<file path="src/rtl/ami_channel_app_arbiter.sv">
// Shares one memory channel among several apps using round-robin with a burst quantum.
// Also tracks outstanding reads per app and holds the chosen request in a one-entry output register.
package ami_pkg;

  typedef struct packed {
    logic        valid;
    logic        isWrite;
    logic [7:0]  srcApp;
    logic [47:0] addr;
    logic [63:0] data;
    logic [7:0]  size;
  } AMIReq;

endpackage

module ami_channel_app_arbiter
  import ami_pkg::*;
#(
  parameter int NUM_APPS        = 4,
  parameter int QUANTUM         = 4,
  parameter int MAX_OUTSTANDING = 16,
  localparam int APP_BITS       = $clog2(NUM_APPS),
  localparam int CNT_BITS       = $clog2(MAX_OUTSTANDING + 1)
) (
  input  logic                clk,
  input  logic                rst,
  input  logic [NUM_APPS-1:0] app_enable,
  input  AMIReq               ami_mem_req_in [NUM_APPS],
  output logic [NUM_APPS-1:0] ami_mem_req_grant_out,
  output AMIReq               ami_mem_req_out,
  input  logic                ami_mem_req_grant_in,
  input  logic                rd_resp_valid,
  input  logic [APP_BITS-1:0] rd_resp_app,
  output logic [APP_BITS-1:0] owner_app,
  output logic                outstanding_err
);

  localparam int QCNT_BITS = $clog2(QUANTUM + 1);

  typedef enum logic {IDLE, BURST} state_t;

  state_t               state, state_nxt;
  logic [APP_BITS-1:0]  owner, owner_nxt;
  logic [QCNT_BITS-1:0] burst_cnt, burst_cnt_nxt;
  logic [CNT_BITS-1:0]  outstanding [NUM_APPS];
  AMIReq                out_req;

  logic [NUM_APPS-1:0]  eligible;
  logic                 load_ok;
  logic                 pick_valid;
  logic [APP_BITS-1:0]  pick;
  logic [NUM_APPS-1:0]  rd_inc;
  logic [NUM_APPS-1:0]  rd_dec;
  logic                 resp_err;

  assign load_ok         = !out_req.valid || ami_mem_req_grant_in;
  assign ami_mem_req_out = out_req;
  assign owner_app       = owner;
  assign ami_mem_req_grant_out = pick_valid ? (NUM_APPS'(1) << pick) : '0;

  // Writes are never throttled; reads stop once the app has MAX_OUTSTANDING in flight.
  always_comb begin
    eligible = '0;
    for (int i = 0; i < NUM_APPS; i++) begin
      eligible[i] = app_enable[i] && ami_mem_req_in[i].valid &&
                    (ami_mem_req_in[i].isWrite ||
                     outstanding[i] < CNT_BITS'(MAX_OUTSTANDING));
    end
  end

  // Owner keeps the channel while under quantum; otherwise scan from owner+1 with owner last.
  always_comb begin
    int idx;
    idx        = 0;
    pick_valid = 1'b0;
    pick       = owner;
    if (load_ok && !rst) begin
      if (state == BURST && eligible[owner] && burst_cnt < QCNT_BITS'(QUANTUM)) begin
        pick_valid = 1'b1;
        pick       = owner;
      end else begin
        for (int k = NUM_APPS; k >= 1; k--) begin
          idx = (int'(owner) + k) % NUM_APPS;
          if (eligible[idx]) begin
            pick_valid = 1'b1;
            pick       = APP_BITS'(idx);
          end
        end
      end
    end
  end

  always_comb begin
    state_nxt     = state;
    owner_nxt     = owner;
    burst_cnt_nxt = burst_cnt;
    if (pick_valid) begin
      state_nxt = BURST;
      if (state == BURST && pick == owner) begin
        if (burst_cnt < QCNT_BITS'(QUANTUM))
          burst_cnt_nxt = burst_cnt + QCNT_BITS'(1);
      end else begin
        owner_nxt     = pick;
        burst_cnt_nxt = QCNT_BITS'(1);
      end
    end else if (load_ok && state == BURST && !ami_mem_req_in[owner].valid) begin
      state_nxt = IDLE;
    end
  end

  always_ff @(posedge clk or posedge rst) begin
    if (rst) begin
      state     <= IDLE;
      owner     <= APP_BITS'(NUM_APPS - 1);
      burst_cnt <= '0;
    end else begin
      state     <= state_nxt;
      owner     <= owner_nxt;
      burst_cnt <= burst_cnt_nxt;
    end
  end

  // Request fields are forwarded untouched; only valid is cleared on a drain with no refill.
  always_ff @(posedge clk or posedge rst) begin
    if (rst) begin
      out_req <= '0;
    end else if (pick_valid) begin
      out_req <= ami_mem_req_in[pick];
    end else if (out_req.valid && ami_mem_req_grant_in) begin
      out_req.valid <= 1'b0;
    end
  end

  // A read grant and a response for the same app in one cycle cancel each other.
  always_comb begin
    rd_inc   = '0;
    rd_dec   = '0;
    resp_err = 1'b0;
    for (int i = 0; i < NUM_APPS; i++) begin
      rd_inc[i] = pick_valid && (int'(pick) == i) && !ami_mem_req_in[i].isWrite;
      rd_dec[i] = rd_resp_valid && (int'(rd_resp_app) == i);
      if (rd_dec[i] && !rd_inc[i] && outstanding[i] == '0)
        resp_err = 1'b1;
    end
    if (rd_resp_valid && int'(rd_resp_app) >= NUM_APPS)
      resp_err = 1'b1;
  end

  always_ff @(posedge clk or posedge rst) begin
    if (rst) begin
      for (int i = 0; i < NUM_APPS; i++)
        outstanding[i] <= '0;
    end else begin
      for (int i = 0; i < NUM_APPS; i++) begin
        if (rd_inc[i] && !rd_dec[i])
          outstanding[i] <= outstanding[i] + CNT_BITS'(1);
        else if (rd_dec[i] && !rd_inc[i] && outstanding[i] != '0)
          outstanding[i] <= outstanding[i] - CNT_BITS'(1);
      end
    end
  end

  always_ff @(posedge clk or posedge rst) begin
    if (rst)
      outstanding_err <= 1'b0;
    else if (resp_err)
      outstanding_err <= 1'b1;
  end

endmodule
</file>
<file path="config.mk">
export PLATFORM = sky130hd
export DESIGN_NAME = ami_channel_app_arbiter
export DESIGN_NICKNAME = d
export VERILOG_FILES = /design/src/rtl/ami_channel_app_arbiter.sv
export SDC_FILE = /design/constraint.sdc
export NUM_CORES = 1
export LEC_CHECK = 0
export ABC_AREA = 1
export CAP_MARGIN = 30
export CORE_AREA = 8 8 253 255
export CTS_CLUSTER_DIAMETER = 30
export DETAILED_ROUTE_END_ITERATION = 16
export DIE_AREA = 0 0 261 263
export HOLD_SLACK_MARGIN = 0.08
export PLACE_DENSITY = 0.43
export SETUP_SLACK_MARGIN = 0.2
export SLEW_MARGIN = 5
export SYNTH_ARGS = -nofsm -noshare
export SYNTH_HDL_FRONTEND = slang
export SYNTH_SLANG_ARGS = --single-unit
</file>
<file path="constraint.sdc">
create_clock -name clk -period 9.6 [get_ports clk]
set_input_delay 1.92 -clock clk [delete_from_list [all_inputs] [get_ports clk]]
set_output_delay 1.92 -clock clk [all_outputs]
set_load 0.01 [all_outputs]
</file>
======== After elaboration in Yosys (flattened, before gate mapping) ========
Index checks and enable logic that the tools add are counted.
word-level totals
  input bits .............................. 530
  bits in registers ....................... 157
  output and inout port bits .............. 137
cells by class
  shift-type cells ........................ 1
  $lt $le $gt $ge ......................... 12
  add/sub/neg operators ................... 13
  equality and inequality tests ........... 8
  bitwise logic cells ..................... 7
  reductions and logical operators ........ 85
  mux-type cells .......................... 51
operators with widths
  operator                                                  number
  binary-select mux 130 bit (select 2 bit)                  2
  two-way mux 130 bit                                       4
  logical AND 1 bit                                         43
  two-way mux 5 bit                                         8
  two-way mux 1 bit                                         23
  adder 5 x 1 -> 5 bit, second input constant               4
  logical NOT 5 bit                                         4
  < comparator 5 bit, second input constant                 4
  nonzero test 5 bit                                        4
  subtractor 5 x 1 -> 5 bit, second input constant          4
  < comparator 3 x 4 -> 1 bit, second input constant        4
  logical NOT 1 bit                                         15
  two-way mux 2 bit                                         6
  nonzero test 2 bit                                        6
  binary-select mux 1 bit (select 2 bit)                    5
  == test 2 bit, second input constant                      4
  OR reduction 2 bit                                        4
  greater-or-equal comparator 3 bit, second input constant  2
  two-way mux 3 bit                                         2
  NOT 2 -> 3 bit                                            2
  logical OR 1 bit                                          5
  adder 2 x 1 -> 2 bit, second input constant               2
  adder 2 bit, second input constant                        2
  bitwise AND 1 bit, first input constant                   4
  11 further kinds                                          14

======== Logic depth before layout (Yosys ltp) ========
  word-level depth ........................ 22
  mapped depth ............................ 23
  gate-level depth less buffers ........... 21

======== Least setup slack after synthesis ========
OpenSTA, ideal clock, no wires.
  path kind ............................... input -> output
  start ................................... in ami_mem_req_in[388] (netlist name)
  end ..................................... out ami_mem_req_grant_out[0]
  setup slack ............................. 4623 ps
  cell stages on the path ................. 12
  required time ........................... 7680 ps
  arrival time ............................ 3057 ps
  path through ............................ inv_1 -> nand2_1 -> nand3_1 -> nand2_1 -> nand2_1 -> nand2_1 -> a21oi_1 -> nand2_2 -> nand2_1 -> nand2_2 -> buf_6 -> nor2_2
between the ends
  cells in the longest elaborated chain, start to end .. 13
  elaborated cells on any way between the ends .. 32
  those cells by class .................... shift: 1; mux: 27; reduce/logical: 4
ends and longest elaborated chain
  item                                                   line  source
  from (decl)                                            28    input AMIReq ami_mem_req_in [NUM_APPS],
  logical OR 1 bit *                                     66    (ami_mem_req_in[i].isWrite ||
  logical AND 1 bit *                                    65    eligible[i] = app_enable[i] && ami_mem_req_in[i].valid &&
  binary-select mux 1 bit (select 2 bit)                 84    if (eligible[idx]) begin
  two-way mux 1 bit (not written as such) (2 in series)  84
  two-way mux 2 bit (4 in series)                        84
  two-way mux 2 bit                                      78    if (state == BURST && eligible[owner] && burst_cnt < QCNT_BITS'(QUANTUM)) begin
  two-way mux 2 bit                                      77    if (load_ok && !rst) begin
  left shift 1 x 2 -> 4 bit                              59    assign ami_mem_req_grant_out = pick_valid ? (NUM_APPS'(1) << pick) : '0;
  two-way mux 4 bit *                                    59
  to (decl)                                              29    output logic [NUM_APPS-1:0] ami_mem_req_grant_out,
Mark *: on every way between the ends. The rest lies on a longest branch, timed or not. The select of a mux whose other input is x is not followed.

======== Worst setup path in the final report ========
  start ................................... in ami_mem_req_in[258] (netlist name)
  end ..................................... out ami_mem_req_grant_out[0]
Same word-level chain as after synthesis.

==> impl_metrics.xml <==
<?xml version="1.0" encoding="UTF-8"?>
<metrics>
  <group name="timing">
    <metric name="worst_clock_skew" unit="ns">0.01559</metric>
    <metric name="hold_ws" unit="ns">0.4790</metric>
    <metric name="timing.setup.tns" unit="ns">0</metric>
    <metric name="rsz_0062_raised_after_global_routing" unit="">false</metric>
    <metric name="report.final.setup_viol" unit="">0</metric>
    <metric name="final_hold_viol_count" unit="">0</metric>
    <metric name="timing_max_transition_violations_final" unit="">0</metric>
    <metric name="max_slew_margin" unit="%">37.97</metric>
    <metric name="fin_crit" unit="ns">6.545</metric>
    <metric name="max_slew.worst_pin.slew" unit="ns">0.9304</metric>
    <metric name="fmax" unit="MHz">152.8</metric>
    <metric name="fin_crit_sh" unit="%">68.18</metric>
  </group>
  <group name="setup_path">
    <metric name="r2r_setup_slack" unit="ns">5.42</metric>
    <metric name="worst_setup_path_class" unit="">input pin to output port</metric>
    <metric name="critical_path.reg2reg.endpoint" unit="">ami_mem_req_out[15]</metric>
    <metric name="worstSetupEndpointType" unit="">output port</metric>
    <metric name="endpoint" unit="">ami_mem_req_grant_out[0]</metric>
    <metric name="critPathLaunch" unit="">ami_mem_req_in[258]</metric>
    <metric name="crit_arrival" unit="ns">4.63</metric>
    <metric name="critical_path.reg2reg.startpoint" unit="">owner_app[0]</metric>
    <metric name="crit_fanout" unit="">30</metric>
    <metric name="worst-endpoint-required" unit="ns">7.68</metric>
    <metric name="worst-r2r-cell-count" unit="">14</metric>
    <metric name="startpoint_type" unit="">input pin</metric>
  </group>
  <group name="finish">
    <metric name="flow.area_growth_from_synthesis" unit="%">76.63</metric>
    <metric name="finish.utilization" unit="%">30.58</metric>
    <metric name="sequential_cell_area" unit="sq um">3931</metric>
    <metric name="multiInputGateArea" unit="sq um">5756</metric>
    <metric name="final_cell_count_no_fill" unit="">2928</metric>
    <metric name="fillerInstances" unit="">6612</metric>
    <metric name="layout.nets" unit="">2673</metric>
    <metric name="drive_above_1_share" unit="%">3.740</metric>
  </group>
  <group name="yosys">
    <metric name="synth_top_area_cell" unit="">dfrtp_1</metric>
    <metric name="netlist_area" unit="sq um">10370</metric>
    <metric name="synth.most_common_cell" unit="">nand2_1</metric>
    <metric name="synth_seq_area_share" unit="%">37.91</metric>
    <metric name="avgSynthCellArea" unit="sq um">6.855</metric>
    <metric name="number_of_library_cell_types_mapped_by_synthesis" unit="">38</metric>
    <metric name="number_of_enable_flip_flop_cells_after_synthesis" unit="">0</metric>
    <metric name="synth-seq-cells" unit="">157</metric>
    <metric name="synth.area.top_cells" unit="">dfrtp_1, nand2_1, o22a_1</metric>
    <metric name="async_reset_ff_share" unit="%">100.0</metric>
    <metric name="yosys.area.top_type_share" unit="%">37.40</metric>
    <metric name="syn-num-nets" unit="">2060</metric>
    <metric name="synth.top_cells.by_count" unit="">nand2_1, nand3_1, dfrtp_1</metric>
    <metric name="synth_top_flop_cell" unit="">dfrtp_1</metric>
    <metric name="synth_cells" unit="">1513</metric>
    <metric name="number_of_warnings_printed_during_yosys_synthesis" unit="">0</metric>
  </group>
  <group name="clocking">
    <metric name="ctsLongestPathBuffers" unit="">2</metric>
    <metric name="cts.repair_timing.setup_buffer_count" unit="">0</metric>
    <metric name="tritoncts" unit="">done</metric>
    <metric name="worst_skew_pair.late_latency" unit="ns">0.47</metric>
    <metric name="numCtsBuffers" unit="">17</metric>
    <metric name="clk_pin_slew_worst_setup_hold_paths" unit="ns">0.06</metric>
    <metric name="cts_resized" unit="">0</metric>
    <metric name="h-tree-depth" unit="">4</metric>
    <metric name="clock_sink_count" unit="">157</metric>
    <metric name="cts.hold.buffers_added" unit="">0</metric>
    <metric name="cts_root_buf" unit="">clkbuf_16</metric>
  </group>
  <group name="hold_path">
    <metric name="hold_path_class" unit="">register to register</metric>
    <metric name="hold_start" unit="">ami_mem_req_out[87]</metric>
  </group>
  <group name="placement">
    <metric name="dpl.hpwl" unit="microns">46820</metric>
    <metric name="number_of_input_and_output_port_buffers_inserted" unit="">666</metric>
    <metric name="globalplace.congestion" unit="">0.8565</metric>
    <metric name="place.detailed.instances" unit="">2887</metric>
  </group>
  <group name="global_routing">
    <metric name="globalRouteTotalUtil" unit="%">16.63</metric>
    <metric name="grt.overflow.total" unit="">0</metric>
    <metric name="grt_pass1_wl" unit="microns">85360</metric>
    <metric name="antenna_found_initial" unit="">8</metric>
    <metric name="maximum_number_of_pins_on_one_net_before_global_route_repair" unit="">88</metric>
    <metric name="grt_pass1_vias" unit="">12870</metric>
  </group>
  <group name="die">
    <metric name="floorplan.die.width" unit="microns">261</metric>
    <metric name="placeableCoreArea" unit="sq um">59910</metric>
    <metric name="initial_utilization" unit="%">17.31</metric>
    <metric name="io_pins" unit="">667</metric>
    <metric name="vert_die_dim" unit="microns">263</metric>
    <metric name="std_cell_rows" unit="">90</metric>
    <metric name="die_area" unit="sq um">68640</metric>
  </group>
  <group name="routing">
    <metric name="route.vias.total" unit="">12450</metric>
    <metric name="drtAntennaViolNets" unit="">0</metric>
    <metric name="drt-vias-per-instance" unit="">4.251</metric>
    <metric name="detailedRoute.firstPassIterationCount" unit="">6</metric>
    <metric name="remaining_drc_errors" unit="">0</metric>
    <metric name="wl" unit="microns">59480</metric>
    <metric name="detail_route.iter0.violations" unit="">738</metric>
    <metric name="avgRoutedWirePerCell" unit="microns">20.31</metric>
  </group>
  <group name="power">
    <metric name="power_per_cell_area" unit="nW/um^2">324.1</metric>
    <metric name="cellLeakagePower" unit="uW">0.007761</metric>
    <metric name="post-layout-total-power" unit="uW">5938</metric>
    <metric name="ir_drop" unit="V">0.0002067</metric>
  </group>
  <group name="run">
    <metric name="maxCapViolations" unit="">0</metric>
  </group>
  <group name="outcome">
    <metric name="run_status" unit="">completed</metric>
  </group>
</metrics>
## registers in the layout (all words and copies together) (netlist names)
register	cells
ami_mem_req_out	130
burst_cnt	3
outstanding	20
outstanding_err	1
state	1
owner_app	2
## layout by cell type (no fill, tap or decap), types with 6 or more instances in the layout
cell type        count
o21ai_0             53
nand3_1            157
nand2_1            790
inv_1               43
nand2_2              9
nor3_1               8
o22a_1             105
inv_2                6
nor2_1              33
clkdlybuf4s50_1    666
ha_1                13
a31oi_1              7
buf_4               14
diode_2              7
clkbuf_16           17
dfrtp_1            155
xor2_1               8
## cells by family after synthesis
family	count (synthesis)	synth area share, %
buffers and inverters	141	6.599
flip-flops	157	37.91
AND/OR/NAND/NOR	1012	39.56
adder cells (fa/ha/maj)	17	2.341
AO/OA/AOI/OAI	178	12.92
XOR/XNOR	8	0.6756
## area by class of cell
class | instances | area share (%)
clock inverters | 10 | 0.7445
well taps | 782 | 5.341
clock buffers | 22 | 2.534
multi-input cells | 1215 | 31.42
repair buffers | 682 | 37.27
diodes | 7 | 0.09562
inverters | 53 | 1.141
flip-flops and latches | 157 | 21.46
## critical path, stage by stage
cell and delay (ns):
clkdlybuf4s50_1 0.48, inv_1 0.07, nand2_1 0.14, nand3_1 0.14, nand3_1 0.11, nand3_1 0.06, nand2_1 0.10, inv_2 0.06
nor2_1 0.24, inv_2 0.06, nand2_2 0.57, nor2_2 0.12, clkdlybuf4s50_1 0.55
## where the power goes
group	internal [uW]	leakage, uW	switching (uW)
combinational	1640	0.00564	2350
sequential	1010	0.00182	216
clock	423	0.000299	303
total	3070	0.00776	2870
## how the worst min path moves through the flow
stage | endpoint | slack, ns | cells past startpoint
final | ami_mem_req_out[87] | 0.48 | 2
after global routing | ami_mem_req_out[32] | 0.50 | 2
after CTS | ami_mem_req_out[32] | 0.48 | 2
after detailed placement | ami_mem_req_out[32] | 0.46 | 2
after global placement | ami_mem_req_out[32] | 0.46 | 2
after floorplan | outstanding[13] | 0.47 | 2
## per-layer routing
layer	global-route usage, %	part of all wire (%)	up-vias
met4	5.803	2.8	6
met3	6.381	9.0	61
met5	0	0.069	-
met2	29.26	50	455
met1	18.04	38	5775
li1	-	-	6151
## through the flow
step                cell area (sq um)  setup slack, ns
floorplan                       10370            3.448
global placement                17650            2.986
detailed placement              17650            3.002
CTS                             18250            2.988
global route                    18310            2.769
finish                          18320            3.055
Note: power is estimated with default switching activity, not from simulation.
